==> config.mk <==
export PLATFORM = sky130hd
export DESIGN_NAME = axis_fp16_pack_128_flat
export DESIGN_NICKNAME = d
export VERILOG_FILES = /design/src/rtl/axis_fp16_pack_128_if.sv /design/src/rtl/axis_fp16_pack_128.sv /design/src/flat_wrapper.sv
export SDC_FILE = /design/constraint.sdc
export NUM_CORES = 1
export LEC_CHECK = 0
export CORE_UTILIZATION = 50
export CTS_CLUSTER_SIZE = 20
export DETAILED_ROUTE_END_ITERATION = 8
export GPL_ROUTABILITY_DRIVEN = 0
export MAX_ROUTING_LAYER = met4
export PLACE_DENSITY = 0.76
export SLEW_MARGIN = 20
export SYNTH_ARGS = -nofsm -noshare
export SYNTH_HDL_FRONTEND = slang
export SYNTH_SLANG_ARGS = --single-unit
==> constraint.sdc <==
create_clock -name aclk -period 2.15 [get_ports aclk]
set_input_delay 0.3225 -clock aclk [delete_from_list [all_inputs] [get_ports aclk]]
set_output_delay 0.3225 -clock aclk [all_outputs]
set_load 0.005 [all_outputs]
==> src/rtl/axis_fp16_pack_128_if.sv <==
// AXI-Stream bundle for the FP16 width packer. W sets the tdata width.
// When AXIS_PACK_TKEEP_EN is defined, the bundle also carries byte enables (tkeep).
interface axis_fp16_pack_128_if #(
  parameter int unsigned W = 32
) ();
  logic [W-1:0] tdata;
  logic         tvalid;
  logic         tready;
  logic         tlast;
`ifdef AXIS_PACK_TKEEP_EN
  logic [W/8-1:0] tkeep;

  modport master (output tdata, output tvalid, output tlast, output tkeep, input tready);
  modport slave  (input tdata, input tvalid, input tlast, input tkeep, output tready);
`else
  modport master (output tdata, output tvalid, output tlast, input tready);
  modport slave  (input tdata, input tvalid, input tlast, output tready);
`endif
endinterface

==> src/rtl/axis_fp16_pack_128.sv <==
// Packs IN_W-bit FP16 AXI-Stream beats into 128-bit beats of 8 lanes and zero-pads short packets.
// Defining AXIS_PACK_TKEEP_EN adds a registered m.tkeep output.
module axis_fp16_pack_128 #(
  parameter int unsigned IN_W = 32
) (
  input  logic                  aclk,
  input  logic                  aresetn,
  axis_fp16_pack_128_if.slave   s,
  axis_fp16_pack_128_if.master  m
);
  localparam int unsigned R  = 128 / IN_W;
  localparam int unsigned L  = IN_W / 16;
  localparam int unsigned CW = (R > 1) ? $clog2(R) : 1;

  logic [127:0]  acc_q, acc_d;
  logic [CW-1:0] cnt_q, cnt_d;
  logic          full_q, full_d;
  logic          acc_last_q, acc_last_d;
  logic [127:0]  m_data_q, m_data_d;
  logic          m_valid_q, m_valid_d;
  logic          m_last_q, m_last_d;
`ifdef AXIS_PACK_TKEEP_EN
  logic [15:0]   acc_keep_q, acc_keep_d;
  logic [15:0]   m_keep_q, m_keep_d;
`endif

  logic oslot_free;
  logic s_ready;
  logic accept;
  logic xfer;

  // s_ready depends only on registered state and m.tready.
  assign oslot_free = !m_valid_q || m.tready;
  assign s_ready    = !full_q || oslot_free;
  assign accept     = s.tvalid && s_ready;
  assign xfer       = full_q && oslot_free;

  always_comb begin
    acc_d      = acc_q;
    cnt_d      = cnt_q;
    full_d     = full_q;
    acc_last_d = acc_last_q;
    m_data_d   = m_data_q;
    m_valid_d  = m_valid_q;
    m_last_d   = m_last_q;
`ifdef AXIS_PACK_TKEEP_EN
    acc_keep_d = acc_keep_q;
    m_keep_d   = m_keep_q;
`endif

    if (xfer) begin
      m_data_d  = acc_q;
      m_last_d  = acc_last_q;
      m_valid_d = 1'b1;
      full_d    = 1'b0;
`ifdef AXIS_PACK_TKEEP_EN
      m_keep_d  = acc_keep_q;
`endif
    end else if (m.tready) begin
      m_valid_d = 1'b0;
    end

    // The output register takes the old acc contents above; on the same edge, a new beat starts a fresh acc.
    if (accept) begin
      if (cnt_q == '0) acc_d = '0;
      for (int unsigned i = 0; i < R; i++) begin
        if (cnt_q == CW'(i)) begin
          acc_d[i*IN_W +: IN_W] = s.tdata;
`ifdef AXIS_PACK_TKEEP_EN
          acc_keep_d = 16'((32'd1 << (2 * L * (i + 1))) - 32'd1);
`endif
        end
      end
      if ((cnt_q == CW'(R - 1)) || s.tlast) begin
        full_d     = 1'b1;
        acc_last_d = s.tlast;
        cnt_d      = '0;
      end else begin
        cnt_d = cnt_q + CW'(1);
      end
    end
  end

  always_ff @(posedge aclk or negedge aresetn) begin
    if (!aresetn) begin
      acc_q      <= '0;
      cnt_q      <= '0;
      full_q     <= 1'b0;
      acc_last_q <= 1'b0;
      m_data_q   <= '0;
      m_valid_q  <= 1'b0;
      m_last_q   <= 1'b0;
`ifdef AXIS_PACK_TKEEP_EN
      acc_keep_q <= '0;
      m_keep_q   <= '0;
`endif
    end else begin
      acc_q      <= acc_d;
      cnt_q      <= cnt_d;
      full_q     <= full_d;
      acc_last_q <= acc_last_d;
      m_data_q   <= m_data_d;
      m_valid_q  <= m_valid_d;
      m_last_q   <= m_last_d;
`ifdef AXIS_PACK_TKEEP_EN
      acc_keep_q <= acc_keep_d;
      m_keep_q   <= m_keep_d;
`endif
    end
  end

  assign s.tready = s_ready;
  assign m.tdata  = m_data_q;
  assign m.tvalid = m_valid_q;
  assign m.tlast  = m_last_q;
`ifdef AXIS_PACK_TKEEP_EN
  assign m.tkeep  = m_keep_q;
`endif

endmodule

==> src/flat_wrapper.sv <==
// flat-port wrapper written by rule: the top's interface ports become plain ports
module axis_fp16_pack_128_flat 
#(
  parameter int unsigned IN_W = 32
)
  (aclk, aresetn, s_tdata, s_tvalid, s_tlast, s_tready, m_tdata, m_tvalid, m_tlast, m_tready);
  axis_fp16_pack_128_if #(.W(32)) s_i ();
  axis_fp16_pack_128_if #(.W(128)) m_i ();
  input  logic aclk;
  input  logic aresetn;
  input wire logic [$bits(s_i.tdata)-1:0] s_tdata;
  input wire logic [$bits(s_i.tvalid)-1:0] s_tvalid;
  input wire logic [$bits(s_i.tlast)-1:0] s_tlast;
  output wire logic [$bits(s_i.tready)-1:0] s_tready;
  output wire logic [$bits(m_i.tdata)-1:0] m_tdata;
  output wire logic [$bits(m_i.tvalid)-1:0] m_tvalid;
  output wire logic [$bits(m_i.tlast)-1:0] m_tlast;
  input wire logic [$bits(m_i.tready)-1:0] m_tready;
  assign s_i.tdata = s_tdata;
  assign s_i.tvalid = s_tvalid;
  assign s_i.tlast = s_tlast;
  assign s_tready = s_i.tready;
  assign m_tdata = m_i.tdata;
  assign m_tvalid = m_i.tvalid;
  assign m_tlast = m_i.tlast;
  assign m_i.tready = m_tready;
  axis_fp16_pack_128 #(.IN_W(IN_W)) u_core (.aclk(aclk), .aresetn(aresetn), .s(s_i), .m(m_i));
endmodule
; ---- Word-level counts from Yosys, hierarchy flattened
; Index checks and enable logic that the tools add are counted.
[word_totals]
reg_bits = 262
latch_bits = 0
mem_bits_rw = 0
rom_bits = 0
in_bits = 37
out_inout_bits = 131
elab_cells = 42
n_memories = 0
[classes]
n_addsub = 1
multipliers = 0
div = 0
magnitude_cmp = 0
n_eq_ne = 3
shifts = 0
mux = 11
n_bitwise = 0
n_reduce_logical = 17
[ops]
columns = operator, n
row1 = 128-bit 2-to-1 mux, 1
row2 = 32-bit 2-to-1 mux, 4
row3 = 2-bit AND reduction, 5
row4 = 2-bit nonzero test, 4
row5 = 1-bit 2-to-1 mux, 5
row6 = "2-bit == test, second input constant", 2
row7 = 1-bit logical OR, 3
row8 = "2-bit by 1-bit adder with 2-bit output, second input constant", 1
row9 = "2-bit by 1-bit == test with 1-bit output, second input constant", 1
row10 = 1-bit logical AND, 2
row11 = 1-bit logical NOT, 2
row12 = 2-bit logical NOT, 1
row13 = 2-bit 2-to-1 mux, 1

; ---- Logic depth before layout (Yosys ltp)
; Gate-level depths: netlist of run 1.
[depth]
ltp_word = 6
depth_mapped = 7
ltp_nobuf = 5

; ---- Worst setup path before layout of run 1
; OpenSTA, ideal clock, no wires.
[synth_timing]
kind = flip-flop to flip-flop
startpoint = register u_core.cnt_q[0]
endpoint = register u_core.acc_q[118]
setup_ns = 0.121
arrival_ns = 1.421
required_ns = 2.029
slack_ns = 0.608
path_stages_with_launch = 7
n_path_buf = 1
synth_period_minus_slack_ns = 1.542
path_cell_list = dfrtp_1 -> inv_1 -> ha_1 -> nor2b_1 -> nand2_1 -> buf_2 -> a22o_1
[synth_between]
elab_chain_len = 3
word_cells_on_any_way = 5
cone_classes = eq/ne: 1 / mux: 1 / reduce/logical: 3
[synth_rtl]
columns = element, line
row1 = from (decl), axis_fp16_pack_128.sv:16  ; logic [CW-1:0] cnt_q, cnt_d;
row2 = from (signal assigned), axis_fp16_pack_128.sv:99  ; cnt_q <= cnt_d;
row3 = 2-bit == test or 2-bit logical NOT (tied branches), "axis_fp16_pack_128.sv:67, axis_fp16_pack_128.sv:65"
row4 = 2-bit nonzero test (no source line), n/a
row5 = 2-bit AND reduction (no source line), n/a
row6 = to (signal assigned), axis_fp16_pack_128.sv:86  ; acc_q <= '0;
row7 = to (signal assigned), axis_fp16_pack_128.sv:98  ; acc_q <= acc_d;
row8 = to (decl), axis_fp16_pack_128.sv:15  ; logic [127:0] acc_q, acc_d;
; Parallel ways exist; a longest one is shown, timed or not.
; A chain may end at the register's enable or synchronous reset.

; ---- Worst setup path in the final report of run 1
[layout_timing]
startpoint = register u_core.full_q
endpoint = output port s_tready
[layout_between]
elab_chain_len = 2
[layout_rtl]
columns = element, line
row1 = from (decl), axis_fp16_pack_128.sv:17  ; logic full_q, full_d;
row2 = from (signal assigned), axis_fp16_pack_128.sv:100  ; full_q <= full_d;
row3 = 1-bit logical NOT, axis_fp16_pack_128.sv:34  ; assign s_ready = !full_q || oslot_free;
row4 = 1-bit logical OR, axis_fp16_pack_128.sv:34
row5 = to (decl), flat_wrapper.sv:14  ; output wire logic [$bits(s_i.tready)-1:0] s_tready;
; No other way between the ends.

==> metrics.txt, run 1 <==
# TYPE chip_impl_metric gauge
chip_impl_info{name="outcome",value="finished clean"} 1
chip_impl_metric{name="layout.nets",unit=""} 806
chip_impl_metric{name="clk_transition_reported_paths",unit="ps"} 60
chip_impl_info{name="end_kind",value="output port"} 1
chip_impl_metric{name="final_routed_wire_length_divided_by_cell_count",unit="µm"} 20.6
chip_impl_metric{name="synth_cells",unit=""} 590
chip_impl_info{name="slowest_stage",value="sky130_fd_sc_hd__clkdlybuf4s50_1"} 1
chip_impl_metric{name="area.growth.synth_to_final",unit="%"} 29.2
chip_impl_metric{name="dieArea",unit="µm²"} 20400
chip_impl_metric{name="grt_start_max_net_pins",unit=""} 71
chip_impl_metric{name="detail_route.first_pass.iterations",unit=""} 4
chip_impl_info{name="worst-setup-path-type",value="flip-flop to output port"} 1
chip_impl_info{name="setup.worst_path.start_class",value="flip-flop"} 1
chip_impl_metric{name="final-max-slew-violation-count",unit=""} 0
chip_impl_metric{name="critical_path.max_fanout",unit=""} 13
chip_impl_metric{name="maxCapViolations",unit=""} 0
chip_impl_metric{name="placement_rows",unit=""} 51
chip_impl_metric{name="part_of_the_yosys_area_used_for_sequential_elements",unit="%"} 66.2
chip_impl_metric{name="crit_path_depth",unit=""} 2
chip_impl_metric{name="worstMarginPinSlew",unit="ps"} 473
chip_impl_metric{name="cts.repair_timing.setup_buffer_count",unit=""} 0
chip_impl_metric{name="coreArea",unit="µm²"} 19500
chip_impl_info{name="unrepaired_setup_endpoints_after_global_routing",value="false"} 1
chip_impl_metric{name="global_route_wire_length_before_repair",unit="µm"} 35000
chip_impl_info{name="synth_top_area_cell",value="sky130_fd_sc_hd__dfrtp_1"} 1
chip_impl_metric{name="final.setup.tns",unit="ps"} 0
chip_impl_metric{name="grt_overflow_total",unit=""} 0
chip_impl_metric{name="synth_area_per_cell",unit="µm²"} 16.8
chip_impl_metric{name="timing.final.setup_violations",unit=""} 0
chip_impl_info{name="yosys.cell_count.top_type",value="sky130_fd_sc_hd__dfrtp_1"} 1
chip_impl_metric{name="worstSkewPairLatency",unit="ps"} 530
chip_impl_metric{name="finalHoldViolations",unit=""} 0
chip_impl_info{name="critical_path.cell_chain",value="nand3b_4 > clkdlybuf4s50_1"} 1
chip_impl_metric{name="vias",unit=""} 5808
chip_impl_metric{name="dieWidth",unit="µm"} 143
chip_impl_info{name="cts-root-buf",value="sky130_fd_sc_hd__clkbuf_16"} 1
chip_impl_metric{name="number_of_sinks_driven_by_the_clock_tree",unit=""} 262
chip_impl_metric{name="power_per_cell_area",unit="nW/µm²"} 1420
chip_impl_metric{name="synth.ff_latch_count",unit=""} 262
chip_impl_metric{name="antenna_violation_net_count_after_detailed_routing",unit=""} 0
chip_impl_metric{name="max_freq",unit="GHz"} 0.489
chip_impl_info{name="worst_path_dominant_cell_family",value="buffers and inverters"} 1
chip_impl_info{name="synthTopCellsByArea",value="sky130_fd_sc_hd__dfrtp_1, sky130_fd_sc_hd__mux2_2, sky130_fd_sc_hd__a22o_1, sky130_fd_sc_hd__mux2_4, sky130_fd_sc_hd__buf_6"} 1
chip_impl_info{name="hold_path_class",value="primary input to asynchronous set/reset pin"} 1
chip_impl_metric{name="die_h",unit="µm"} 143
chip_impl_metric{name="track_usage",unit="%"} 22.9
chip_impl_metric{name="worst_path_largest_cell_delay",unit="ps"} 550
chip_impl_metric{name="timing.final.crit_share",unit="%"} 95.1
chip_impl_metric{name="finClkSkew",unit="ps"} 9.01
chip_impl_metric{name="grt_pass1_vias",unit=""} 6332
chip_impl_metric{name="ctsLongestPathBuffers",unit=""} 3
chip_impl_metric{name="async_reset_ff_share",unit="%"} 100
chip_impl_metric{name="synth_enable_flop_cells",unit=""} 0
chip_impl_metric{name="cellLeakagePower",unit="µW"} 0.00599
chip_impl_metric{name="start_util",unit="%"} 50.9
chip_impl_metric{name="ys_types",unit=""} 26
chip_impl_info{name="synth_commonest_cells",value="sky130_fd_sc_hd__dfrtp_1, sky130_fd_sc_hd__mux2_2, sky130_fd_sc_hd__a22o_1, sky130_fd_sc_hd__mux2_4, sky130_fd_sc_hd__buf_2"} 1
chip_impl_metric{name="io_buffer_count",unit=""} 167
chip_impl_metric{name="yosys_warnings",unit=""} 0
chip_impl_metric{name="synth_top_area_share",unit="%"} 66.2
chip_impl_metric{name="finalInstanceArea",unit="µm²"} 12800
chip_impl_metric{name="fin_crit",unit="ps"} 2040
chip_impl_metric{name="cp_data_arrival_time",unit="ps"} 1720
chip_impl_metric{name="via_per_inst",unit=""} 5.54
chip_impl_metric{name="relative_slew_slack",unit="%"} 68.3
chip_impl_metric{name="cp.required",unit="ps"} 1830
chip_impl_metric{name="total_nets_after_synthesis",unit=""} 632
chip_impl_metric{name="numCtsBuffers",unit=""} 26
chip_impl_info{name="postSynth.topFlopCell",value="sky130_fd_sc_hd__dfrtp_1"} 1
chip_impl_metric{name="r2r.worst_path.cells",unit=""} 6
chip_impl_metric{name="post_synthesis_cell_area",unit="µm²"} 9910
chip_impl_metric{name="initialDrtViolationCount",unit=""} 288
chip_impl_metric{name="cts.htree.levels",unit=""} 1
chip_impl_metric{name="critical_path.n_buffers_inverters",unit=""} 1
chip_impl_metric{name="wirelength",unit="µm"} 21600
chip_impl_metric{name="antenna_found_initial",unit=""} 1
chip_impl_metric{name="dpl_cell_area",unit="µm²"} 11900
chip_impl_metric{name="vdd_drop_max",unit="mV"} 0.746
chip_impl_metric{name="detailed_place_hpwl",unit="µm"} 14100
chip_impl_metric{name="post_route_cells_drive_above_1_share",unit="%"} 29.7
chip_impl_metric{name="number_of_remaining_drc_errors",unit=""} 0
chip_impl_info{name="cts_tree",value="done"} 1
chip_impl_metric{name="floorplan.io_pins",unit=""} 168
stage by stage:
| stage | instances | hold WS, ps | setup slack [ps] | util [%] | total power, µW |
|---|---|---|---|---|---|
| 2_1_floorplan | 590 | 26.9 | 608 | - | 10500 |
| 3_3_place_gp | 1000 | 258 | 176 | 61.1 | 13300 |
| 3_5_place_dp | 1000 | 263 | 80.8 | 61.1 | 13500 |
| 4_1_cts | 1047 | 297 | 88.2 | 65.7 | 18300 |
| 5_1_grt | 1048 | 311 | 44.5 | 65.7 | 19000 |
| 6_report | 1048 | 285 | 105 | 65.7 | 18100 |
flip-flops by register name, summed over array words and instances, names as in the netlist:
name	flops
u_core.full_q	1
u_core.m.tdata	128
u_core.acc_q	128
u_core.m.tlast	1
u_core.acc_last_q	1
u_core.cnt_q	2
u_core.m.tvalid	1
where the power goes:
| group | internal [µW] | switching [µW] | leakage, µW | total [µW] |
|---|---|---|---|---|
| registers | 6810 | 1140 | 0.00342 | 7950 |
| logic | 3590 | 1940 | 0.00212 | 5530 |
| clock network | 2820 | 1840 | 0.000441 | 4660 |
cells in the final DEF, fill, tap and decap left out, types with 2 or more instances in the layout:
master	n
sky130_fd_sc_hd__dfrtp_1	262
sky130_fd_sc_hd__clkdlybuf4s50_1	166
sky130_fd_sc_hd__mux2_2	132
sky130_fd_sc_hd__a22o_1	95
sky130_fd_sc_hd__mux2_4	30
sky130_fd_sc_hd__clkbuf_16	26
sky130_fd_sc_hd__buf_12	11
sky130_fd_sc_hd__buf_4	8
sky130_fd_sc_hd__clkbuf_8	7
sky130_fd_sc_hd__ha_1	5
sky130_fd_sc_hd__nand2_1	4
sky130_fd_sc_hd__clkinv_2	4
sky130_fd_sc_hd__clkbuf_1	4
sky130_fd_sc_hd__and3_4	3
sky130_fd_sc_hd__bufinv_16	3
sky130_fd_sc_hd__inv_1	2
sky130_fd_sc_hd__nand2b_1	2
sky130_fd_sc_hd__o211ai_4	2
worst paths after layout:
| kind | from | slack, ps | endpoint |
|---|---|---|---|
| max | u_core.full_q | 110 | s_tready |
| max reg2reg | u_core.cnt_q[0] | 290 | u_core.acc_q[111] |
| min | aresetn | 290 | u_core.m.tdata[25] |
| max in group asynchronous | aresetn | 1130 | u_core.acc_q[9] |
| min in group aclk | u_core.acc_last_q | 500 | u_core.acc_last_q |
| min reg2reg | u_core.acc_last_q | 500 | u_core.acc_last_q |
cell type report:
| class | instances | area, µm² |
|---|---|---|
| fillers | 1350 | 6670 |
| flip-flops and latches | 262 | 6560 |
| multi-input cells | 285 | 3030 |
| repair buffers | 187 | 1970 |
| clock buffers | 37 | 762 |
| well taps | 265 | 332 |
| clock inverters | 9 | 134 |
| inverters | 2 | 7.51 |
| diodes | 1 | 2.50 |
cell families (layout without fill, tap and decap cells):
group           Yosys count  after routing  synth area share [%]
buf+inv                  43            235                  3.49
flops                   262            262                  66.2
other cells               0              1                     0
fa+ha+maj                 5              5                 0.632
mux                     163            163                  19.7
simple gates             17             17                  1.14
compound gates          100            100                  8.90
metal layers:
layer | wire [µm] | track usage, % | vias to the layer above | share of wire [%]
met4 | 298 | 5.66 | 0 | 1.4
met1 | 9530 | 30.7 | 3063 | 44
li1 | - | - | 2509 | -
met3 | 1220 | 4.12 | 32 | 5.7
met5 | 0 | - | - | 0
met2 | 10500 | 36.3 | 204 | 49
what timing repair did:
action / CTS / global route
resized for setup: 0 / 1
hold buffers: 1 / 0
hold endpoints to repair: 45 / 0
setup endpoints to repair: 0 / 31
Power figures use the tool's default switching activity.
==> inputs of run 2 (changes only) <==
- CORE_MARGIN: unset -> 2
- PLACE_DENSITY: 0.76 -> unset
- PLACE_DENSITY_LB_ADDON: unset -> 0.05
==> metrics.txt, run 2 (same netlist as run 1, synthesis figures left out) <==
# TYPE chip_impl_metric gauge
chip_impl_metric{name="number_of_remaining_drc_errors",unit=""} 0
chip_impl_metric{name="cts.repair_timing.setup_buffer_count",unit=""} 0
chip_impl_metric{name="grt_start_max_net_pins",unit=""} 69
chip_impl_metric{name="wirelength",unit="µm"} 21200
chip_impl_info{name="cts-root-buf",value="sky130_fd_sc_hd__clkbuf_16"} 1
chip_impl_metric{name="global_route_wire_length_before_repair",unit="µm"} 33900
chip_impl_info{name="layout.cells.most_common",value="sky130_fd_sc_hd__dfrtp_1"} 1
chip_impl_metric{name="power.switching_fraction",unit="%"} 27.3
chip_impl_metric{name="post_route_cells_drive_above_1_share",unit="%"} 28.4
chip_impl_info{name="r2r_end",value="u_core.acc_q[101]"} 1
chip_impl_metric{name="timing.final.setup_violations",unit=""} 0
chip_impl_metric{name="finalHoldViolations",unit=""} 0
chip_impl_metric{name="share_seq_of_total_power",unit="%"} 45.1
chip_impl_info{name="setup.worst_path.start_class",value="flip-flop"} 1
chip_impl_info{name="unrepaired_setup_endpoints_after_global_routing",value="false"} 1
chip_impl_metric{name="start_util",unit="%"} 50.9
chip_impl_metric{name="combinationalPowerShare",unit="%"} 31.0
chip_impl_metric{name="finClkSkew",unit="ps"} 19.0
chip_impl_metric{name="max_freq",unit="GHz"} 0.505
chip_impl_info{name="end_kind",value="output port"} 1
chip_impl_metric{name="antenna_found_initial",unit=""} 0
chip_impl_metric{name="clk_transition_reported_paths",unit="ps"} 60
chip_impl_info{name="worst-setup-path-type",value="flip-flop to output port"} 1
chip_impl_metric{name="dieWidth",unit="µm"} 145
chip_impl_metric{name="maxCapViolations",unit=""} 0
chip_impl_metric{name="placement_rows",unit=""} 51
chip_impl_info{name="rr_startpoint",value="u_core.cnt_q[0]"} 1
chip_impl_metric{name="grt_overflow_total",unit=""} 0
chip_impl_info{name="hold_path_class",value="primary input to asynchronous set/reset pin"} 1
chip_impl_metric{name="cp.required",unit="ps"} 1830
chip_impl_info{name="outcome",value="finished clean"} 1
chip_impl_metric{name="ctsLongestPathBuffers",unit=""} 3
chip_impl_info{name="cts_tree",value="done"} 1
chip_impl_metric{name="cp_data_arrival_time",unit="ps"} 1660
chip_impl_metric{name="power_per_cell_area",unit="nW/µm²"} 1390
chip_impl_metric{name="final-max-slew-violation-count",unit=""} 0
chip_impl_metric{name="layout.nets",unit=""} 807
chip_impl_metric{name="floorplan.io_pins",unit=""} 168
chip_impl_metric{name="critical_path.max_fanout",unit=""} 8
chip_impl_metric{name="vdd_drop_max",unit="mV"} 0.824
chip_impl_metric{name="detail_route.first_pass.iterations",unit=""} 4
chip_impl_metric{name="track_usage",unit="%"} 21.4
chip_impl_metric{name="via_per_inst",unit=""} 5.45
chip_impl_metric{name="final_routed_wire_length_divided_by_cell_count",unit="µm"} 20.3
chip_impl_metric{name="io_buffer_count",unit=""} 167
chip_impl_metric{name="relative_slew_slack",unit="%"} 49.5
chip_impl_metric{name="detailed_place_hpwl",unit="µm"} 13700
chip_impl_metric{name="initialDrtViolationCount",unit=""} 261
chip_impl_metric{name="die_h",unit="µm"} 145
chip_impl_metric{name="vias",unit=""} 5698
chip_impl_metric{name="r2r_slack",unit="ps"} 340
chip_impl_metric{name="coreArea",unit="µm²"} 19500
chip_impl_metric{name="worstSkewPairLatency",unit="ps"} 530
chip_impl_metric{name="cellLeakagePower",unit="µW"} 0.00592
chip_impl_metric{name="final.setup.tns",unit="ps"} 0
chip_impl_info{name="final_cell_mix",value="sky130_fd_sc_hd__dfrtp_1, sky130_fd_sc_hd__clkdlybuf4s50_1, sky130_fd_sc_hd__mux2_2"} 1
chip_impl_metric{name="fin_crit",unit="ps"} 1980
chip_impl_metric{name="final.hold.worst_slack",unit="ps"} 323
chip_impl_metric{name="p_int",unit="µW"} 12800
chip_impl_metric{name="worstMarginPinSlew",unit="ps"} 757
chip_impl_metric{name="antenna_violation_net_count_after_detailed_routing",unit=""} 0
chip_impl_metric{name="pwr-share-clk",unit="%"} 23.9
chip_impl_metric{name="number_of_sinks_driven_by_the_clock_tree",unit=""} 262
chip_impl_metric{name="timing.final.crit_share",unit="%"} 92.1
chip_impl_metric{name="antenna_cells",unit=""} 0
chip_impl_metric{name="area.growth.synth_to_final",unit="%"} 27.9
chip_impl_metric{name="grt_pass1_vias",unit=""} 6056
chip_impl_metric{name="numCtsBuffers",unit=""} 26
chip_impl_metric{name="cts.htree.levels",unit=""} 1
chip_impl_metric{name="power.switching",unit="µW"} 4790
chip_impl_metric{name="r2r.worst_path.cells",unit=""} 6
chip_impl_metric{name="dieArea",unit="µm²"} 21000
## run 2: cell types whose count changed in the layout (fill, tap and decap cells not counted), sizes merged
cell,change
clkbuf,+4
bufinv,-2
clkinvlp,-1
buf,+1
diode,-1
clkinv,-3
## run 2: worst max path at each step
| stage | slack, ps | depth (start not counted) | endpoint | start |
|---|---|---|---|---|
| floorplan | 610 | 6 | u_core.acc_q[118] | u_core.cnt_q[0] |
| global placement | 140 | 4 | u_core.acc_q[46] | m_tready |
| detailed placement | 130 | 4 | u_core.acc_q[47] | m_tready |
| CTS | 130 | 2 | s_tready | u_core.full_q |
| global route | 100 | 2 | s_tready | u_core.full_q |
| finish | 170 | 2 | s_tready | u_core.full_q |
## run 2: routing by layer
metal  vias to the layer above  GRT usage (%)  share of wire (%)
met2                       166           32.4                 47
met1                      3002           31.0                 46
li1                       2506              -                  -
met5                         -              -                  0
met3                        24           3.69                5.9
met4                         0           4.29                1.1
## run 2: cell type report
cell class,instances,area (µm²)
Tap cell,265,332
Clock inverter,3,51.3
Inverter,2,7.51
Multi-Input combinational cell,285,3030
Timing Repair Buffer,188,1960
Fill cell,1422,6800
Sequential cell,262,6560
Clock buffer,41,727
## run 2: critical path, stage by stage (launching register included)
cell and delay [ps]:
sky130_fd_sc_hd__dfrtp_1 440, sky130_fd_sc_hd__nand3b_4 170, sky130_fd_sc_hd__clkdlybuf4s50_1 530
## run 2: timing repair
item                       4_1_cts  5_1_grt
gates resized for setup          0        0
setup endpoints to repair        0        0
hold endpoints to repair        52        0
hold buffers                     1        0
## run 2: power groups by stage
stage                     logic, µW  clock network [µW]  registers [µW]
after detailed placement       5520                   0            7990
after floorplan                2800                   0            7720
after global routing           5890                4550            8140
after global placement         5360                   0            7910
after CTS                      5550                4310            7930
final                          5450                4190            7930
## run 2: through the flow
step                util [%]  power [µW]  instance area [µm²]  cells  setup slack (ps)
global placement        61.0       13300                11900   1001               143
finish                  65.1       17600                12700   1046               170
floorplan                  -       10500                 9910    590               608
CTS                     65.1       17800                12700   1046               128
global route            65.1       18600                12700   1046               102
detailed placement      61.0       13500                11900   1001               126
==> inputs of run 3 (changes only) <==
- CORE_MARGIN: 2 -> 3
==> metrics.txt, run 3 (same netlist as run 1, synthesis figures left out) <==
# TYPE chip_impl_metric gauge
chip_impl_metric{name="cellLeakagePower",unit="µW"} 0.00596
chip_impl_metric{name="fin_util",unit="%"} 66.7
chip_impl_info{name="layout.cells.most_common",value="sky130_fd_sc_hd__dfrtp_1"} 1
chip_impl_metric{name="io_buffer_count",unit=""} 167
chip_impl_metric{name="grt_start_max_net_pins",unit=""} 63
chip_impl_metric{name="power_per_cell_area",unit="nW/µm²"} 1410
chip_impl_metric{name="timing.final.ws_setup",unit="ps"} 147
chip_impl_metric{name="vias",unit=""} 5678
chip_impl_metric{name="placement_rows",unit=""} 50
chip_impl_metric{name="fin_crit",unit="ps"} 2000
chip_impl_metric{name="maxCapViolations",unit=""} 0
chip_impl_metric{name="die_h",unit="µm"} 147
chip_impl_info{name="slowest_stage",value="sky130_fd_sc_hd__clkdlybuf4s50_1"} 1
chip_impl_info{name="hold_path_class",value="primary input to asynchronous set/reset pin"} 1
chip_impl_info{name="cts-root-buf",value="sky130_fd_sc_hd__clkbuf_16"} 1
chip_impl_metric{name="post_route_cells_drive_above_1_share",unit="%"} 29.2
chip_impl_info{name="end_kind",value="output port"} 1
chip_impl_metric{name="timing.final.setup_violations",unit=""} 0
chip_impl_metric{name="final_routed_wire_length_divided_by_cell_count",unit="µm"} 20.6
chip_impl_metric{name="worstSkewPairLatency",unit="ps"} 510
chip_impl_metric{name="floorplan.io_pins",unit=""} 168
chip_impl_metric{name="relative_slew_slack",unit="%"} 29.0
chip_impl_metric{name="detailed_place_hpwl",unit="µm"} 13600
chip_impl_metric{name="timing.final.crit_share",unit="%"} 93.1
chip_impl_metric{name="cts-resized-gates",unit=""} 0
chip_impl_metric{name="critical_path.max_fanout",unit=""} 13
chip_impl_metric{name="final-max-slew-violation-count",unit=""} 0
chip_impl_metric{name="finClkSkew",unit="ps"} 5.34
chip_impl_info{name="cts_tree",value="done"} 1
chip_impl_info{name="critical_path.cell_chain",value="nand3b_4 > clkdlybuf4s50_1"} 1
chip_impl_metric{name="finalInstanceArea",unit="µm²"} 12700
chip_impl_metric{name="cts_hold_buf",unit=""} 1
chip_impl_metric{name="cp.required",unit="ps"} 1830
chip_impl_info{name="worst-setup-path-type",value="flip-flop to output port"} 1
chip_impl_metric{name="grt_overflow_total",unit=""} 0
chip_impl_metric{name="antenna_found_initial",unit=""} 0
chip_impl_metric{name="global_route_wire_length_before_repair",unit="µm"} 35300
chip_impl_metric{name="dieArea",unit="µm²"} 21500
chip_impl_metric{name="vdd_drop_max",unit="mV"} 0.816
chip_impl_metric{name="initialDrtViolationCount",unit=""} 303
chip_impl_metric{name="clk_transition_reported_paths",unit="ps"} 60
chip_impl_metric{name="multiInputGateArea",unit="µm²"} 3030
chip_impl_metric{name="dpl_cell_area",unit="µm²"} 11800
chip_impl_metric{name="layout.nets",unit=""} 803
chip_impl_info{name="setup.worst_path.start_class",value="flip-flop"} 1
chip_impl_metric{name="critical_path.n_buffers_inverters",unit=""} 1
chip_impl_metric{name="area.growth.synth_to_final",unit="%"} 28.4
chip_impl_metric{name="number_of_remaining_drc_errors",unit=""} 0
chip_impl_info{name="worst_path_dominant_cell_family",value="buffers and inverters"} 1
chip_impl_metric{name="numCtsBuffers",unit=""} 27
chip_impl_info{name="final_cell_mix",value="sky130_fd_sc_hd__dfrtp_1, sky130_fd_sc_hd__clkdlybuf4s50_1, sky130_fd_sc_hd__mux2_2"} 1
chip_impl_metric{name="max_freq",unit="GHz"} 0.499
chip_impl_metric{name="number_of_sinks_driven_by_the_clock_tree",unit=""} 262
chip_impl_metric{name="filler_cell_count",unit=""} 1339
chip_impl_metric{name="sequential_cell_area",unit="µm²"} 6560
chip_impl_metric{name="coreArea",unit="µm²"} 19100
chip_impl_metric{name="finalHoldViolations",unit=""} 0
chip_impl_metric{name="worst_path_largest_cell_delay",unit="ps"} 540
chip_impl_metric{name="cts.htree.levels",unit=""} 1
chip_impl_metric{name="wirelength",unit="µm"} 21500
chip_impl_metric{name="ctsLongestPathBuffers",unit=""} 3
chip_impl_metric{name="worstMarginPinSlew",unit="ps"} 1060
chip_impl_metric{name="antenna_violation_net_count_after_detailed_routing",unit=""} 0
chip_impl_info{name="unrepaired_setup_endpoints_after_global_routing",value="false"} 1
chip_impl_metric{name="r2r_slack",unit="ps"} 160
chip_impl_metric{name="grt_pass1_vias",unit=""} 6193
chip_impl_metric{name="start_util",unit="%"} 51.9
chip_impl_info{name="outcome",value="finished clean"} 1
chip_impl_metric{name="total_power",unit="µW"} 17900
chip_impl_metric{name="antenna_cells",unit=""} 0
chip_impl_metric{name="via_per_inst",unit=""} 5.46
chip_impl_metric{name="cts.repair_timing.setup_buffer_count",unit=""} 0
chip_impl_metric{name="detail_route.first_pass.iterations",unit=""} 4
chip_impl_metric{name="final.setup.tns",unit="ps"} 0
chip_impl_metric{name="pre_cts_slack",unit="ps"} 65.5
chip_impl_metric{name="track_usage",unit="%"} 20.7
chip_impl_metric{name="dieWidth",unit="µm"} 147
chip_impl_metric{name="cp_data_arrival_time",unit="ps"} 1680
run 3: layer usage:
layer	routed length, µm	track usage, %
met4	286	3.76
met3	1160	4.13
met2	10200	32.2
met1	9790	29.1
met5	0	-
run 3: worst register-to-register path: cells and delay by family (launching register included):
kind	cells	cell delay, ps
DFF	1	410
AOI/OAI and AO/OA	2	1150
adders and majority gates	1	270
buffers and inverters	1	100
run 3: final timing paths:
| kind | startpoint | end | cells past startpoint |
|---|---|---|---|
| max | u_core.full_q | s_tready | 2 |
| min | aresetn | u_core.m.tdata[4] | 2 |
| max reg2reg | u_core.cnt_q[0] | u_core.acc_q[40] | 4 |
| min reg2reg | u_core.acc_q[81] | u_core.acc_q[81] | 1 |
| max in group asynchronous | aresetn | u_core.acc_q[24] | 3 |
| min in group aclk | u_core.acc_q[81] | u_core.acc_q[81] | 1 |
run 3: layout make-up:
type	count	share of cell area, %
tap	260	2.56
inverter	2	0.0590
multi-input combinational	285	23.8
timing repair buffer	183	15.2
clock inverter	10	0.807
clock buffer	38	6.03
sequential	262	51.5
run 3: power by group:
part / switching [µW] / internal, µW / leakage, µW
Clock: 1820 / 2710 / 0.000432
Sequential: 1100 / 6810 / 0.00342
Combinational: 1920 / 3540 / 0.00210
run 3: metrics by stage:
step	hold slack, ps	std cells
after detailed placement	304	990
after global placement	302	990
final	333	1040
after floorplan	26.9	590
after CTS	358	1039
after global routing	372	1040
==> edit 1 (flow settings as in run 1) <==
Take the reset off `m_data_q` and load it in a clocked block of its own.
--- a/src/rtl/axis_fp16_pack_128.sv
+++ b/src/rtl/axis_fp16_pack_128.sv
@@ -89,3 +89,2 @@
       acc_last_q <= 1'b0;
-      m_data_q   <= '0;
       m_valid_q  <= 1'b0;
@@ -101,3 +100,2 @@
       acc_last_q <= acc_last_d;
-      m_data_q   <= m_data_d;
       m_valid_q  <= m_valid_d;
@@ -109,2 +107,6 @@
     end
+  end
+
+  always_ff @(posedge aclk) begin
+    m_data_q <= m_data_d;
   end
Check against the original RTL: differs if aresetn is asserted again (counterexample within 4 cycles, from zero or initial values and one cycle with aresetn low); with aresetn held inactive, the same outputs for 4 cycles.
==> edit 1 against run 1 <==
- via count fell by 17%
- sequential cell count is the same
- final cell count shrank 16%
- wire length decreased by 14%
- cell area down 8.9%
- largest power group unchanged
- first-iteration DRC count unchanged
- critical path depth stayed put
- die area shrank 8.8%
- highest routed layer unchanged
- clock skew up 0.0041 ns
- power is 18% lower
- synthesized area decreased by 9.0%
- combinational power is 41% lower
- worst setup slack improved by 0.10 ns
==> edit 1: results (changes against run 1) <==
status: complete, no violations (unchanged)
synth unique cells: 28 (was 26)
worst slew pin tran: 0.4763 ns (was 0.4729 ns)
Port Buffers: 167 (unchanged)
CTS Buf Count: 25 (was 26)
top cells by count, synth: dfrtp_1, edfxtp_1, a22o_1, mux2_4, buf_6 (was dfrtp_1, mux2_2, a22o_1, mux2_4, buf_2)
ant diodes: 0 (was 1)
number of global-route vias before repair: 5,013 (was 6,332)
maximum fanout along the worst path: 12 (was 13)
nets: 675 (was 806)
Reg2Reg Depth: 5 (was 6)
fraction of layout cells with a size suffix above 1: 13.19% (was 29.67%)
Post-synth EDFFs: 128 (was 0)
Switching Fraction: 25.46% (was 27.09%)
root buffer cell: clkbuf_16 (unchanged)
post-synth net total: 489 (was 632)
Starting DRT DRC Count: 288 (unchanged)
total setup buffers inserted after CTS: 0 (unchanged)
Total Wirelength: 18,470 um (was 21,580 um)
worst reg-to-reg setup slack: 0.45 ns (was 0.29 ns)
initial antenna violation count: 0 (was 1)
Total Routing Usage GR: 21.02% (was 22.88%)
peak supply drop: 0.8364 mV (was 0.7463 mV)
Pre-antenna DRT Iters: 4 (unchanged)
global-route wire length before repair: 28,450 um (was 34,980 um)
pin count of the biggest net entering global routing: 77 (was 71)
share of flip-flops with an asynchronous set or reset: 51.15% (was 100.0%)
Resize count post-CTS: 0 (unchanged)
LEAKAGE: 4.776 nW (was 5.987 nW)
WP data arrival: 1.62 ns (was 1.72 ns)
routed via count: 4,835 (was 5,808)
reg-to-reg endpoint: u_core.acc_q[115] (was u_core.acc_q[111])
HPWL Detailed: 11,900 um (was 14,070 um)
crit-path max cell delay: 0.53 ns (was 0.55 ns)
Worst path slowest cell: clkdlybuf4s50_1 (unchanged)
sequential-to-total area share from yosys stat: 79.81% (was 66.19%)
CP startpoint: u_core.m.tvalid (was u_core.full_q)
top post-synthesis cells by area: edfxtp_1, dfrtp_1, a22o_1, mux2_4, buf_6 (was dfrtp_1, mux2_2, a22o_1, mux2_4, buf_6)
clock skew: 0.01311 ns (was 0.009006 ns)
-- edit 1: cell types whose count changed after synthesis, moves of 2 or more --
cell | run 1 | this run
nand2_1 | 5 | 3
o211ai_1 | 0 | 2
mux2_2 | 132 | 4
buf_2 | 15 | 7
o211ai_2 | 2 | 0
edfxtp_1 | 0 | 128
buf_4 | 13 | 6
nand3b_1 | 0 | 2
dfrtp_1 | 262 | 134
-- edit 1: cells by family after synthesis --
group           after synthesis  share of synthesized area (%)
compound gates              100                          9.657
buf+inv                      29                          2.928
mux                          35                          5.606
simple gates                 16                          1.304
flops                       262                          79.81
fa+ha+maj                     5                         0.6938
-- edit 1: through the flow --
stage          total power [mW]  util, %  worst slack (ns)  std cells  instance area [um^2]
2_1_floorplan             9.464        -            0.1219        447                  9020
3_3_place_gp              10.92    62.58            0.1802        830                 10940
3_5_place_dp              11.11    62.58            0.1195        830                 10940
4_1_cts                   15.00    66.73            0.1825        877                 11660
5_1_grt                   15.53    66.73            0.1508        877                 11660
6_report                  14.89    66.73            0.2071        877                 11660
-- edit 1: final cells by class --
| cell class | instances | area (um^2) |
|---|---|---|
| multi-input cells | 156 | 1559 |
| repair buffers | 186 | 1902 |
| fillers | 1119 | 5814 |
| clock buffers | 34 | 659.4 |
| flip-flops and latches | 262 | 7197 |
| well taps | 225 | 281.5 |
| inverters | 2 | 7.507 |
| clock inverters | 12 | 56.30 |
-- edit 1: repair_timing --
item | in CTS | in global routing
endpoints found under the hold margin | 134 | 0
hold buffers | 1 | 0
endpoints found under the setup margin | 0 | 0
-- edit 1: power groups by stage --
| stage | Clock [mW] | Combinational [mW] | Sequential, mW |
|---|---|---|---|
| 4_1_cts | 3.93 | 3.31 | 7.76 |
| 6_report | 3.86 | 3.27 | 7.76 |
| 2_1_floorplan | 0 | 1.84 | 7.63 |
| 3_3_place_gp | 0 | 3.17 | 7.75 |
| 3_5_place_dp | 0 | 3.28 | 7.83 |
| 5_1_grt | 4.13 | 3.50 | 7.89 |
-- edit 1: per-layer routing --
metal  up-vias  routed length (um)  GRT usage (%)
met3        30                1123          3.356
met1      2531                7619          27.58
met4         0                 361          5.926
li1       2103                   -              -
met2       171                9366          34.18
met5         -                   0              -
-- edit 1: how the worst min path moves through the flow --
stage                   endpoint  depth (start not counted)  slack, ns  startpoint
3_5_place_dp   u_core.acc_q[126]                          1       0.13     aresetn
4_1_cts        u_core.acc_q[126]                          2       0.14     aresetn
3_3_place_gp   u_core.acc_q[126]                          1       0.13     aresetn
6_report       u_core.acc_q[126]                          2       0.15     aresetn
5_1_grt        u_core.acc_q[126]                          2       0.14     aresetn
2_1_floorplan  u_core.acc_last_q                          0       0.03     aresetn
==> edit 2 (settings of run 1) <==
Made on the original files. Make the reset (`aresetn`) synchronous in one clocked block.
--- a/src/rtl/axis_fp16_pack_128.sv
+++ b/src/rtl/axis_fp16_pack_128.sv
@@ -83,3 +83,3 @@
 
-  always_ff @(posedge aclk or negedge aresetn) begin
+  always_ff @(posedge aclk) begin
     if (!aresetn) begin
Behaviour: differs if aresetn is asserted again (counterexample within 4 cycles, from zero or initial values and one cycle with aresetn low); with aresetn held inactive, the same outputs for 4 cycles.
==> edit 2 against run 1 <==
- synthesized area fell by 1.5%
- worst setup slack better by 0.14 ns
- wire length grew 27%
- sequential cell count did not move
- non-clock buffer count rose by 5
- cell area decreased by 2.6%
Power is not compared: it rests on default switching activity, and its combinational part moved more than twofold at a synthesized area within 25%.
==> edit 2: results (changes against run 1) <==
fraction of layout cells with a size suffix above 1: 6.029% (was 29.67%)
share of flip-flops with an asynchronous set or reset: 0% (was 100.0%)
HP Class: in2reg (was in2async)
initial antenna violation count: 0 (was 1)
top post-synthesis cells by area: dfxtp_1, nand3_1, a21oi_1, mux2i_1, o21ai_0 (was dfrtp_1, mux2_2, a22o_1, mux2_4, buf_6)
WL met3: 1986 um (was 1221 um)
average routed wire per standard cell: 18.19 um (was 20.59 um)
met2 wire len: 12,100 um (was 10,530 um)
root buffer cell: clkbuf_16 (unchanged)
hold_ws: 0.2175 ns (was 0.2851 ns)
worst reg-to-reg setup slack: 0.46 ns (was 0.29 ns)
Synth Area in Compound Gates: 17.80% (was 8.905%)
Reg2Reg Depth: 4 (was 6)
Filler Cell Count: 1,596 (was 1,350)
reg-to-reg endpoint: u_core.acc_q[39] (was u_core.acc_q[111])
CTS Buf Count: 27 (was 26)
Cell Area, Placed: 11,630 um^2 (was 11,880 um^2)
worst slew pin tran: 0.8384 ns (was 0.4729 ns)
Post-Synth Adder-Cell Area: 0.6412% (was 0.6316%)
ant diodes: 0 (was 1)
crit-path max cell delay: 0.47 ns (was 0.55 ns)
sequential-to-total area share from yosys stat: 53.76% (was 66.19%)
WP data arrival: 1.59 ns (was 1.72 ns)
post-synth net total: 1,164 (was 632)
HPWL Detailed: 16,730 um (was 14,070 um)
clock skew: 0.01742 ns (was 0.009006 ns)
mux cell area share after synthesis: 6.771% (was 19.65%)
Top FF cell, synth: dfxtp_1 (was dfrtp_1)
r2r startpoint: u_core.full_q (was u_core.cnt_q[0])
Via density: 5.760 (was 5.542)
top cells by count, synth: dfxtp_1, nand2_1, nand3_1, a21oi_1, o21ai_0 (was dfrtp_1, mux2_2, a22o_1, mux2_4, buf_2)
wl on met1: 12,810 um (was 9534 um)
Starting DRT DRC Count: 684 (was 288)
Total Routing Usage GR: 27.74% (was 22.88%)
status: complete, no violations (unchanged)
Pre-antenna DRT Iters: 5 (was 4)
pin count of the biggest net entering global routing: 80 (was 71)
nets: 1,267 (was 806)
edit 2: cell types whose count changed after synthesis, moves of 7 or more:
cell	before	now
dfrtp_1	262	0
dfxtp_1	0	262
nand2_1	5	165
buf_4	13	6
o21ai_0	1	130
a21oi_1	0	132
mux2i_1	1	66
buf_2	15	30
a22o_1	95	0
mux2_4	30	0
nand3_1	1	165
clkbuf_1	1	73
mux2_2	132	0
o22ai_1	0	65
edit 2: final cells by class:
cell class	count	area, um^2	share of cell area [%]
multi-input combinational	738	3985	31.98
tap	260	325.3	2.610
clock buffer	42	802.0	6.436
timing repair buffer	192	2048	16.44
inverter	4	18.77	0.1506
sequential	262	5249	42.12
clock inverter	6	33.78	0.2711
edit 2: cell families after synthesis:
family          after synthesis
flops                       262
mux                          66
simple gates                337
buf+inv                     122
compound gates              330
fa+ha+maj                     5
edit 2: how the worst max path moves through the flow:
stage	startpoint	endpoint	slack [ns]	cells past startpoint
after floorplan	u_core.cnt_q[0]	u_core.acc_q[100]	0.71	6
after global placement	m_tready	u_core.m.tdata[0]	0.32	5
after detailed placement	m_tready	u_core.m.tdata[114]	0.23	5
after CTS	u_core.m.tvalid	s_tready	0.23	2
after global routing	u_core.m.tvalid	s_tready	0.15	2
final	u_core.m.tvalid	s_tready	0.24	2
edit 2: worst min-delay path: cells and delay by family:
| kind | cells | cell delay (ns) |
|---|---|---|
| buffers and inverters | 1 | 0.19 |
| multiplexers | 1 | 0.06 |
| AND/OR/NAND/NOR | 1 | 0.11 |
edit 2: through the flow:
step | instances | setup WS (ns)
2_1_floorplan | 1122 | 0.7138
3_3_place_gp | 1456 | 0.3187
3_5_place_dp | 1456 | 0.2332
4_1_cts | 1504 | 0.2279
5_1_grt | 1504 | 0.1532
6_report | 1504 | 0.2409
edit 2: power groups by stage:
stage / sequential (mW) / clock (mW) / combinational, mW
2_1_floorplan: 5.07 / 0 / 0.406
3_3_place_gp: 5.08 / 0 / 0.665
3_5_place_dp: 5.08 / 0 / 0.670
4_1_cts: 4.98 / 4.45 / 0.674
5_1_grt: 4.98 / 4.66 / 0.726
6_report: 4.98 / 4.40 / 0.680
edit 2: metal layers:
metal	up-vias	GRT usage, %
met1	4167	40.70
met3	34	3.712
met4	0	7.131
met5	-	-
met2	336	39.98
li1	4126	-
